**src/rtl/manchester_pkg.sv**
```systemverilog
// Shared types and line-level constants for the Manchester transmit scheduler.
package manchester_pkg;

  typedef enum logic [2:0] {
    ST_IDLE = 3'd0,
    ST_PRE  = 3'd1,
    ST_SFD  = 3'd2,
    ST_DATA = 3'd3,
    ST_PAR  = 3'd4,
    ST_GAP  = 3'd5
  } state_t;

  localparam logic [7:0] SFD_DEFAULT = 8'hD5;

  // Line is parked low whenever no symbol is being sent.
  localparam logic LINE_IDLE = 1'b0;

  // IEEE 802.3 convention: '1' is low->high, '0' is high->low, so the first
  // half carries the complement of the bit and the second half the bit.
  function automatic logic line_level(input logic bit_val, input logic second_half);
    return second_half ? bit_val : ~bit_val;
  endfunction

endpackage

```
**src/rtl/manchester_bit_timer.sv**
```systemverilog
// Half-bit prescaler: a down-counter reloaded every HALF_DIV cycles, a half
// selector toggled at each terminal count, and a bit tick on the last cycle of
// the second half. Held at its load value while disabled.
module manchester_bit_timer #(
  parameter int HALF_DIV = 4
) (
  input  logic clk,
  input  logic rst_n,
  input  logic en,
  output logic half_sel,
  output logic bit_tick,
  output logic bit_first
);

  localparam int CW = (HALF_DIV > 1) ? $clog2(HALF_DIV) : 1;
  localparam logic [CW-1:0] LOAD = CW'(HALF_DIV - 1);

  logic [CW-1:0] cnt_q;
  logic          half_q;
  logic          half_tc;

  assign half_tc   = (cnt_q == '0);
  assign half_sel  = half_q;
  assign bit_tick  = en & half_q & half_tc;
  assign bit_first = en & ~half_q & (cnt_q == LOAD);

  // Count down through each half; flip the half selector at terminal count.
  always_ff @(posedge clk or negedge rst_n) begin
    if (!rst_n) begin
      cnt_q  <= LOAD;
      half_q <= 1'b0;
    end else if (!en) begin
      cnt_q  <= LOAD;
      half_q <= 1'b0;
    end else if (half_tc) begin
      cnt_q  <= LOAD;
      half_q <= ~half_q;
    end else begin
      cnt_q  <= cnt_q - CW'(1);
    end
  end

endmodule

```
**src/rtl/manchester_tx_sched.sv**
```systemverilog
// Round-robin scheduler sharing one Manchester line between two byte
// requesters. Each grant sends preamble, SFD, payload (MSB first), an optional
// even-parity bit, then an idle gap with the line still driven.
// Optional feature macro: MANCH_TX_PARITY_EN (adds the PAR state).
//
//   state   | meaning
//   --------+---------------------------------------------------------
//   ST_IDLE | line released; arbitrate and accept one request
//   ST_PRE  | PRE_BITS preamble bits, 1,0,1,0... starting with 1
//   ST_SFD  | 8-bit start-of-frame delimiter, MSB first
//   ST_DATA | 8 payload bits, MSB first
//   ST_PAR  | one even-parity bit over the payload (parity build only)
//   ST_GAP  | IFG_BITS bit periods of low line with tx_oe still high
module manchester_tx_sched
  import manchester_pkg::*;
#(
  parameter int         HALF_DIV = 4,
  parameter int         PRE_BITS = 8,
  parameter logic [7:0] SFD      = SFD_DEFAULT,
  parameter int         IFG_BITS = 2
) (
  input  logic       clk,
  input  logic       rst_n,
  input  logic       ena,
  input  logic [1:0] req_valid,
  input  logic [7:0] req_data0,
  input  logic [7:0] req_data1,
  output logic [1:0] req_ready,
  output logic       tx_out,
  output logic       tx_oe,
  output logic       busy,
  output logic       grant_id,
  output logic       done
);

  localparam int MAX_BITS = (PRE_BITS > IFG_BITS) ? ((PRE_BITS > 8) ? PRE_BITS : 8)
                                                  : ((IFG_BITS > 8) ? IFG_BITS : 8);
  localparam int BW = $clog2(MAX_BITS);
  localparam logic [BW-1:0] PRE_LOAD  = BW'(PRE_BITS - 1);
  localparam logic [BW-1:0] BYTE_LOAD = BW'(7);
  localparam logic [BW-1:0] GAP_LOAD  = BW'(IFG_BITS - 1);

  state_t        state_q, state_d;
  logic          ptr_q, grant_q, pre_bit_q;
  logic [7:0]    data_q, sh_q;
  logic [BW-1:0] bidx_q, bidx_load;
  logic          half_sel, bit_tick, bit_first;
  logic          accept, win, last_bit, par_bit, cur_bit, field_start;

  manchester_bit_timer #(.HALF_DIV(HALF_DIV)) u_timer (
    .clk       (clk),
    .rst_n     (rst_n),
    .en        (busy),
    .half_sel  (half_sel),
    .bit_tick  (bit_tick),
    .bit_first (bit_first)
  );

  // Pointer side wins if it is asking, otherwise the other side.
  assign win         = req_valid[ptr_q] ? ptr_q : ~ptr_q;
  assign accept      = (state_q == ST_IDLE) && ena && (req_valid != 2'b00);
  assign req_ready   = accept ? (win ? 2'b10 : 2'b01) : 2'b00;
  assign last_bit    = (bidx_q == '0);
  assign field_start = (state_d != state_q);
  assign busy        = (state_q != ST_IDLE);
  assign tx_oe       = busy;
  assign grant_id    = grant_q;
  assign done        = (state_q == ST_GAP) && bit_first && (bidx_q == GAP_LOAD);

`ifdef MANCH_TX_PARITY_EN
  assign par_bit = ^data_q;
`else
  assign par_bit = 1'b0;
`endif

  // Next state and the bit-index reload value for the field being entered.
  always_comb begin
    state_d   = state_q;
    bidx_load = '0;
    case (state_q)
      ST_IDLE: if (accept) state_d = ST_PRE;
      ST_PRE:  if (bit_tick && last_bit) state_d = ST_SFD;
      ST_SFD:  if (bit_tick && last_bit) state_d = ST_DATA;
`ifdef MANCH_TX_PARITY_EN
      ST_DATA: if (bit_tick && last_bit) state_d = ST_PAR;
`else
      ST_DATA: if (bit_tick && last_bit) state_d = ST_GAP;
`endif
      ST_PAR:  if (bit_tick) state_d = ST_GAP;
      ST_GAP:  if (bit_tick && last_bit) state_d = ST_IDLE;
      default: state_d = ST_IDLE;
    endcase
    case (state_d)
      ST_PRE:           bidx_load = PRE_LOAD;
      ST_SFD, ST_DATA:  bidx_load = BYTE_LOAD;
      ST_GAP:           bidx_load = GAP_LOAD;
      default:          bidx_load = '0;
    endcase
  end

  // Line level: complement of the current bit in the first half, bit in the second.
  always_comb begin
    cur_bit = 1'b0;
    tx_out  = LINE_IDLE;
    case (state_q)
      ST_PRE:          cur_bit = pre_bit_q;
      ST_SFD, ST_DATA: cur_bit = sh_q[7];
      ST_PAR:          cur_bit = par_bit;
      default:         cur_bit = 1'b0;
    endcase
    if (state_q inside {ST_PRE, ST_SFD, ST_DATA, ST_PAR})
      tx_out = line_level(cur_bit, half_sel);
  end

  // State register.
  always_ff @(posedge clk or negedge rst_n) begin
    if (!rst_n) state_q <= ST_IDLE;
    else        state_q <= state_d;
  end

  // Arbiter: latch payload and owner on acceptance, hand priority to the loser.
  always_ff @(posedge clk or negedge rst_n) begin
    if (!rst_n) begin
      ptr_q   <= 1'b0;
      grant_q <= 1'b0;
      data_q  <= '0;
    end else if (accept) begin
      ptr_q   <= ~win;
      grant_q <= win;
      data_q  <= win ? req_data1 : req_data0;
    end
  end

  // Serial datapath: bit index down-counter, MSB-first shifter, preamble toggle.
  always_ff @(posedge clk or negedge rst_n) begin
    if (!rst_n) begin
      bidx_q    <= '0;
      sh_q      <= '0;
      pre_bit_q <= 1'b0;
    end else begin
      if (field_start)   bidx_q <= bidx_load;
      else if (bit_tick) bidx_q <= bidx_q - BW'(1);

      if (state_d == ST_SFD && state_q != ST_SFD)        sh_q <= SFD;
      else if (state_d == ST_DATA && state_q != ST_DATA) sh_q <= data_q;
      else if (bit_tick)                                 sh_q <= {sh_q[6:0], 1'b0};

      if (accept)        pre_bit_q <= 1'b1;
      else if (bit_tick) pre_bit_q <= ~pre_bit_q;
    end
  end

endmodule
```
**config.mk**
```make
export PLATFORM = sky130hd
export DESIGN_NAME = manchester_tx_sched
export DESIGN_NICKNAME = d
export VERILOG_FILES = /design/src/rtl/manchester_pkg.sv /design/src/rtl/manchester_bit_timer.sv /design/src/rtl/manchester_tx_sched.sv
export SDC_FILE = /design/constraint.sdc
export NUM_CORES = 1
export LEC_CHECK = 0
export CAP_MARGIN = 20
export CORE_MARGIN = 8
export CORE_UTILIZATION = 45
export DETAILED_ROUTE_END_ITERATION = 8
export PLACE_DENSITY = 0.69
export SYNTH_ARGS = -nofsm -noshare
export SYNTH_HDL_FRONTEND = slang
export SYNTH_SLANG_ARGS = --single-unit
```
**constraint.sdc**
```tcl
create_clock -name clk -period 2.2 [get_ports clk]
set_clock_uncertainty 0.1 [all_clocks]
set_input_delay 0.44 -clock clk [delete_from_list [all_inputs] [get_ports clk]]
set_output_delay 0.44 -clock clk [all_outputs]
set_load 0.02 [all_outputs]
```
# ---- Word-level counts from Yosys, hierarchy flattened
# Cells that the tools add are included.
dict set report classes {
  reduce_logical 18
  n_eq_ne 15
  bitwise_logic 9
  n_addsub 2
  muxes 28
  magnitude_cmp 1
}
# op n
set ops {}
lappend ops {{$mux W8} 4}
lappend ops {{$mux W3} 8}
lappend ops {{$pmux W3 S6} 1}
lappend ops {{$eq A3 B2 Y1 const B} 4}
lappend ops {{$eq A3 B1 Y1 const B} 3}
lappend ops {{$eq A3 B3 Y1 const B} 3}
lappend ops {{$mux W1} 9}
lappend ops {{$mux W2} 4}
lappend ops {{$logic_and A1 B1 Y1} 7}
lappend ops {{$logic_not A3 Y1} 2}
lappend ops {{$ne A3 B2 Y1 const B} 2}
lappend ops {{$pmux W3 S2} 1}
lappend ops {{$reduce_bool A2 Y1} 3}
lappend ops {{$reduce_bool A3 Y1} 2}
lappend ops {{$not A1 Y1} 5}
lappend ops {{$and A1 B1 Y1} 4}
lappend ops {{$reduce_bool A4 Y1} 1}
lappend ops {{$ne A3 B3 Y1} 1}
lappend ops {{$reduce_or A3 Y1} 1}
lappend ops {{$sub A3 B1 Y3 const B} 1}
lappend ops {{$eq A2 B2 Y1 const B} 1}
lappend ops {{$logic_not A2 Y1} 1}
lappend ops {{$lt A1 B2 Y1 const B} 1}
lappend ops {{$ne A2 B2 Y1 const B} 1}
lappend ops {{3 further kinds} 3}
dict set report totals {
  reg_bits 28
  out_inout_bits 7
  wordCells 82
  inputBits 21
}

# ---- Longest topological paths before layout
# Gate-level depths: netlist of run 1.
dict set report logic_depth {
  word_depth 10
  ltp_mapped 9
  depth_no_buf 7
}

# ---- Modules after synthesis
# A second synthesis of run 1 with hierarchy kept.
dict set report unflattened {
  cells_unflattened 155
  hier_area_um2 1581.5
}
# module cells_each area_per_inst_um2 seq_area_each_um2 n_inst
set by_module_without_submodules {}
lappend by_module_without_submodules {manchester_tx_sched 142 1428.9 625.6 1}
lappend by_module_without_submodules {manchester_bit_timer 13 152.6 77.6 1}

# ---- Worst setup path before layout of run 1
# OpenSTA, ideal clock, no wires.
dict set report synth_path {
  path_type {register -> output}
  startpoint {register state_q[1]}
  endpoint {output req_ready[0]}
  slack_ps 41
  stages_incl_launch_ff 6
  n_path_buf 2
  arrival_ps 1619
  path_cell_list {dfrtp_1 -> buf_6 -> or3_4 -> or2_4 -> buf_6 -> nor2b_1}
}
dict set report synth_via {
  elab_chain_cells 4
}
# element line
set synth_lines {}
lappend synth_lines {{from (decl)} manchester_tx_sched.sv:43} ;# state_t state_q, state_d;
lappend synth_lines {{from (signal assigned)} manchester_tx_sched.sv:118} ;# else state_q <= state_d;
lappend synth_lines {{$logic_not A3 Y1} manchester_tx_sched.sv:61} ;# assign accept = (state_q == ST_IDLE) && ena && (req_valid != 2'b00);
lappend synth_lines {{$logic_and A1 B1 Y1 (2 in series)} manchester_tx_sched.sv:61}
lappend synth_lines {{$mux W2} manchester_tx_sched.sv:62} ;# assign req_ready = accept ? (win ? 2'b10 : 2'b01) : 2'b00;
lappend synth_lines {{to (decl)} manchester_tx_sched.sv:28} ;# output logic [1:0] req_ready,
# Every way passes these cells.

# ---- Final worst setup path of run 1
dict set report layout_path {
  startpoint {register state_q[2]}
  endpoint {output req_ready[0]}
}
# Same word-level chain as after synthesis.

==> results of run 1 <==
==> worst min-delay path by stage <==
stage,start,to,slack [ns]
floorplan,rst_n,bidx_q[0],0.04
global placement,u_timer.cnt_q[0],u_timer.cnt_q[0],0.36
detailed placement,u_timer.cnt_q[0],u_timer.cnt_q[0],0.37
CTS,rst_n,bidx_q[0],0.37
global route,rst_n,sh_q[3],0.38
finish,rst_n,u_timer.half_sel,0.37
==> cell type report <==
type,count,share of cell area [%]
Sequential cell,28,35.4
Timing Repair Buffer,43,19.0
Clock buffer,4,1.83
Multi-Input combinational cell,121,39.5
Inverter,7,1.32
Tap cell,46,2.90
==> power by group <==
group	switching, W	total [W]	internal (W)
sequential	0.000143	0.000903	0.000760
clock	0.000145	0.000247	0.000101
combinational	0.000591	0.00113	0.000538
==> cell usage after synthesis <==
| library cell | instances |
|---|---|
| nor3_1 | 2 |
| a22oi_2 | 1 |
| nor2b_1 | 2 |
| buf_6 | 2 |
| a21oi_1 | 8 |
| o32ai_1 | 1 |
| and2_4 | 1 |
| nand3b_1 | 2 |
| buf_1 | 1 |
| and3_1 | 1 |
| nand2b_1 | 3 |
| xor2_1 | 1 |
| clkbuf_1 | 1 |
| o21bai_1 | 2 |
| o21ai_1 | 8 |
| inv_1 | 7 |
| buf_2 | 3 |
| and4b_1 | 1 |
| nor2_1 | 14 |
| a221oi_1 | 1 |
| xnor2_1 | 4 |
| o21ai_0 | 8 |
| nand3_2 | 1 |
| nor3b_1 | 1 |
| o311a_1 | 1 |
| dfstp_2 | 2 |
| buf_4 | 4 |
| and2_1 | 1 |
| nand2_1 | 23 |
| o21a_1 | 3 |
| mux2i_1 | 11 |
| a21boi_0 | 1 |
| o21ba_2 | 1 |
| or2_4 | 1 |
| a21o_1 | 1 |
| ha_1 | 5 |
| a211o_1 | 1 |
| dfrtp_1 | 26 |
| a31oi_1 | 3 |
| nand3_1 | 4 |
| or3_4 | 1 |
| a221o_1 | 1 |
| o311ai_2 | 1 |
==> layer usage <==
metal | up-vias | track usage [%] | share of wire, %
li1 | 644 | - | -
met4 | 0 | 5.12 | 1.2
met2 | 24 | 22.5 | 49
met1 | 613 | 16.1 | 47
met3 | 4 | 2.40 | 3.0
met5 | - | 0 | 0
==> cells by family after synthesis <==
group / count (synthesis)
buffers and inverters: 18
AO/OA/AOI/OAI: 42
flip-flops: 28
adder cells (fa/ha/maj): 5
multiplexers: 11
XOR/XNOR: 5
AND/OR/NAND/NOR: 58
==> state kept, by name, indices dropped and copies added, names as in the netlist <==
signal / count
bidx_q: 3
u_timer.half_sel: 1
state_q: 3
ptr_q: 1
grant_id: 1
sh_q: 8
u_timer.cnt_q: 2
pre_bit_q: 1
data_q: 8
==> repair_timing <==
item                                    CTS  global route
pin swaps                                 2             1
endpoints found under the setup margin    6             4
buffers inserted                          2             0
gates resized for setup                  19             4
hold endpoints to repair                  0             0
==> through the flow <==
step	power (W)	cells	instance area, µm²	setup WS (ns)
after floorplan	0.00169	167	1580	0.0411
after global placement	0.00199	243	1940	-0.417
after detailed placement	0.00205	243	1940	-0.431
after CTS	0.00228	249	1980	-0.108
after global routing	0.00247	249	1980	-0.137
final	0.00228	249	1980	-0.0853
==> worst reg2reg max path: stages (launching register included) <==
cell and delay [ns]:
dfrtp_1 0.42, inv_1 0.11, ha_1 0.18, and3_1 0.20, and2_4 0.18, nor3b_1 0.43
nand2b_1 0.21, o21ai_0 0.11
==> placed cells by master (no fill, tap or decap), types with 3 or more instances in the layout <==
| master | count |
|---|---|
| a21oi_1 | 8 |
| a31oi_1 | 3 |
| buf_4 | 17 |
| clkbuf_4 | 3 |
| clkdlybuf4s50_1 | 21 |
| dfrtp_1 | 26 |
| ha_1 | 5 |
| inv_1 | 7 |
| mux2i_1 | 11 |
| nand2_1 | 23 |
| nand2b_1 | 3 |
| nand3_1 | 4 |
| nor2_1 | 14 |
| o21a_1 | 3 |
| o21ai_0 | 7 |
| o21ai_1 | 9 |
| xnor2_1 | 4 |
==> out/metrics.csv, run 1 <==
stage;metric;value;unit
detailed_routing;viasPerCell;5.16;
clocking;cts_max_level;1;
yosys;synth_top_family_by_area;simple AND/OR/NAND/NOR gates;
setup_path;r2r_slack;0.14;ns
detailed_routing;drtAntennaViolNets;0;
setup_path;cp-end-kind;output port;
cells_and_area;multi_input_area;785;µm²
clocking;cts.path.max_buffers;2;
yosys;netlist.area_leader.share;41.1;%
setup_path;critical_path.max_fanout;2;
power;peakVddDrop;0.000766;V
setup_path;crit_arrival;1.75;ns
placement;gp_congestion;0.791;
global_routing;antenna_found_initial;0;
setup_path;crit_chain;or3_4 > or2_4 > buf_6 > nor2b_1 > buf_4;
yosys;yosysWarnings;0;
global_routing;grt_pass1_vias;1345;
setup_path;cpLargestDelayFamily;simple AND/OR/NAND/NOR gates;
die;start_util;47.0;%
setup_path;cp-start-kind;flip-flop;
setup_path;max_stage_delay;0.41;ns
clocking;clk_pin_slew_worst_paths;0.14;ns
sta;min_period_over_period;104;%
die;die_h;75.3;µm
sta;holdWs;0.373;ns
yosys;synth_area;1580;µm²
setup_path;rr_startpoint;bidx_q[0];
setup_path;endpoint;req_ready[0];
min_path;hold_class;in2async;
clocking;clkLatencyLatePin;0.32;ns
yosys;synth_adder_area_share;3.96;%
sta;worst_slew_pin_slew;0.659;ns
detailed_routing;routed_wl;3.45;mm
cells_and_area;fillers;329;
clocking;cts.sinks;28;
yosys;synth_nets;193;
sta;max_freq;438;MHz
die;num_io_pins;28;
cells_and_area;layout.nets;230;
setup_path;critPathLaunch;state_q[2];
run_status;status;finished with violations;
yosys;synth-xor-area-share;2.77;%
yosys;post_synth_num_cell_types;43;
yosys;syn_avg_cell_area;9.47;µm²
detailed_routing;avgRoutedWirePerCell;13.9;µm
die;fp.dieW;75.3;µm
setup_path;worst-path-buf-inv;2;
clocking;cts_root_buffer;clkbuf_4;
yosys;synthCells;167;
setup_path;required;1.66;ns
power;leakagePower;0.921;nW
clocking;cts_tree;yes;
die;dieArea;5670;µm²
sta;min_period;2.29;ns
setup_path;critical_path_class;reg2out;
yosys;synth_largest_area_cell;dfrtp_1;
setup_path;r2r_end;sh_q[3];
detailed_routing;drtPass1Iterations;4;
job;drv_cap;0;
die;core;3360;µm²
detailed_routing;vias;1285;
yosys;ys_ff_latch;28;
cells_and_area;seq_area;703;µm²
power;power-per-cell-area;1150;nW/µm²
setup_path;r2r_cells;7;
detailed_routing;drt_iter0_drc;147;
sta;setup_viol;2;
clocking;cts-hold-fix-buffers;0;
global_routing;grt-ovfl-total;0;
run_status;violations;negative setup slack;
die;rows;21;
yosys;synth_simple_gate_area_share;18.0;%
cells_and_area;finish.utilization;59.0;%
clocking;cts_buffers;3;
detailed_routing;drc_errors;0;
yosys;synth.area.top_cells;dfrtp_1 41%, mux2i_1 7.0%, nand2_1 5.5%;
placement;dp_hpwl;2.62;mm
cells_and_area;drive_above_1_share;16.7;%
cells_and_area;area_growth;25.5;%
placement;io_buffers;27;
global_routing;grt_max_degree;29;
sta;hold_viol;0;
sta;fin_setup_tns;-0.107;ns
sta;drv_slew;0;
yosys;ys_seq_area_share;44.5;%
global_routing;grt_pass1_wl;5.92;mm
yosys;synth_mux_area_share;6.96;%
cells_and_area;n_antenna_cell;0;
setup_path;crit_slowest_cell;dfrtp_1;
sta;maxSlewHeadroom;56.0;%
global_routing;grt_usage;13.2;%
sta;worst_slack;-0.0853;ns
setup_path;path_depth;5;
yosys;synth_compound_area_share;17.5;%
sta;rsz0062_at_grt;true;
Note: power is estimated with default switching activity, not from simulation.
==> run 2: changes to the inputs <==
- CAP_MARGIN: 20 -> not set
- SLEW_MARGIN: not set -> 20
==> results of run 2 <==
The final DEF is identical to that of run 1; final timing and power are the same.
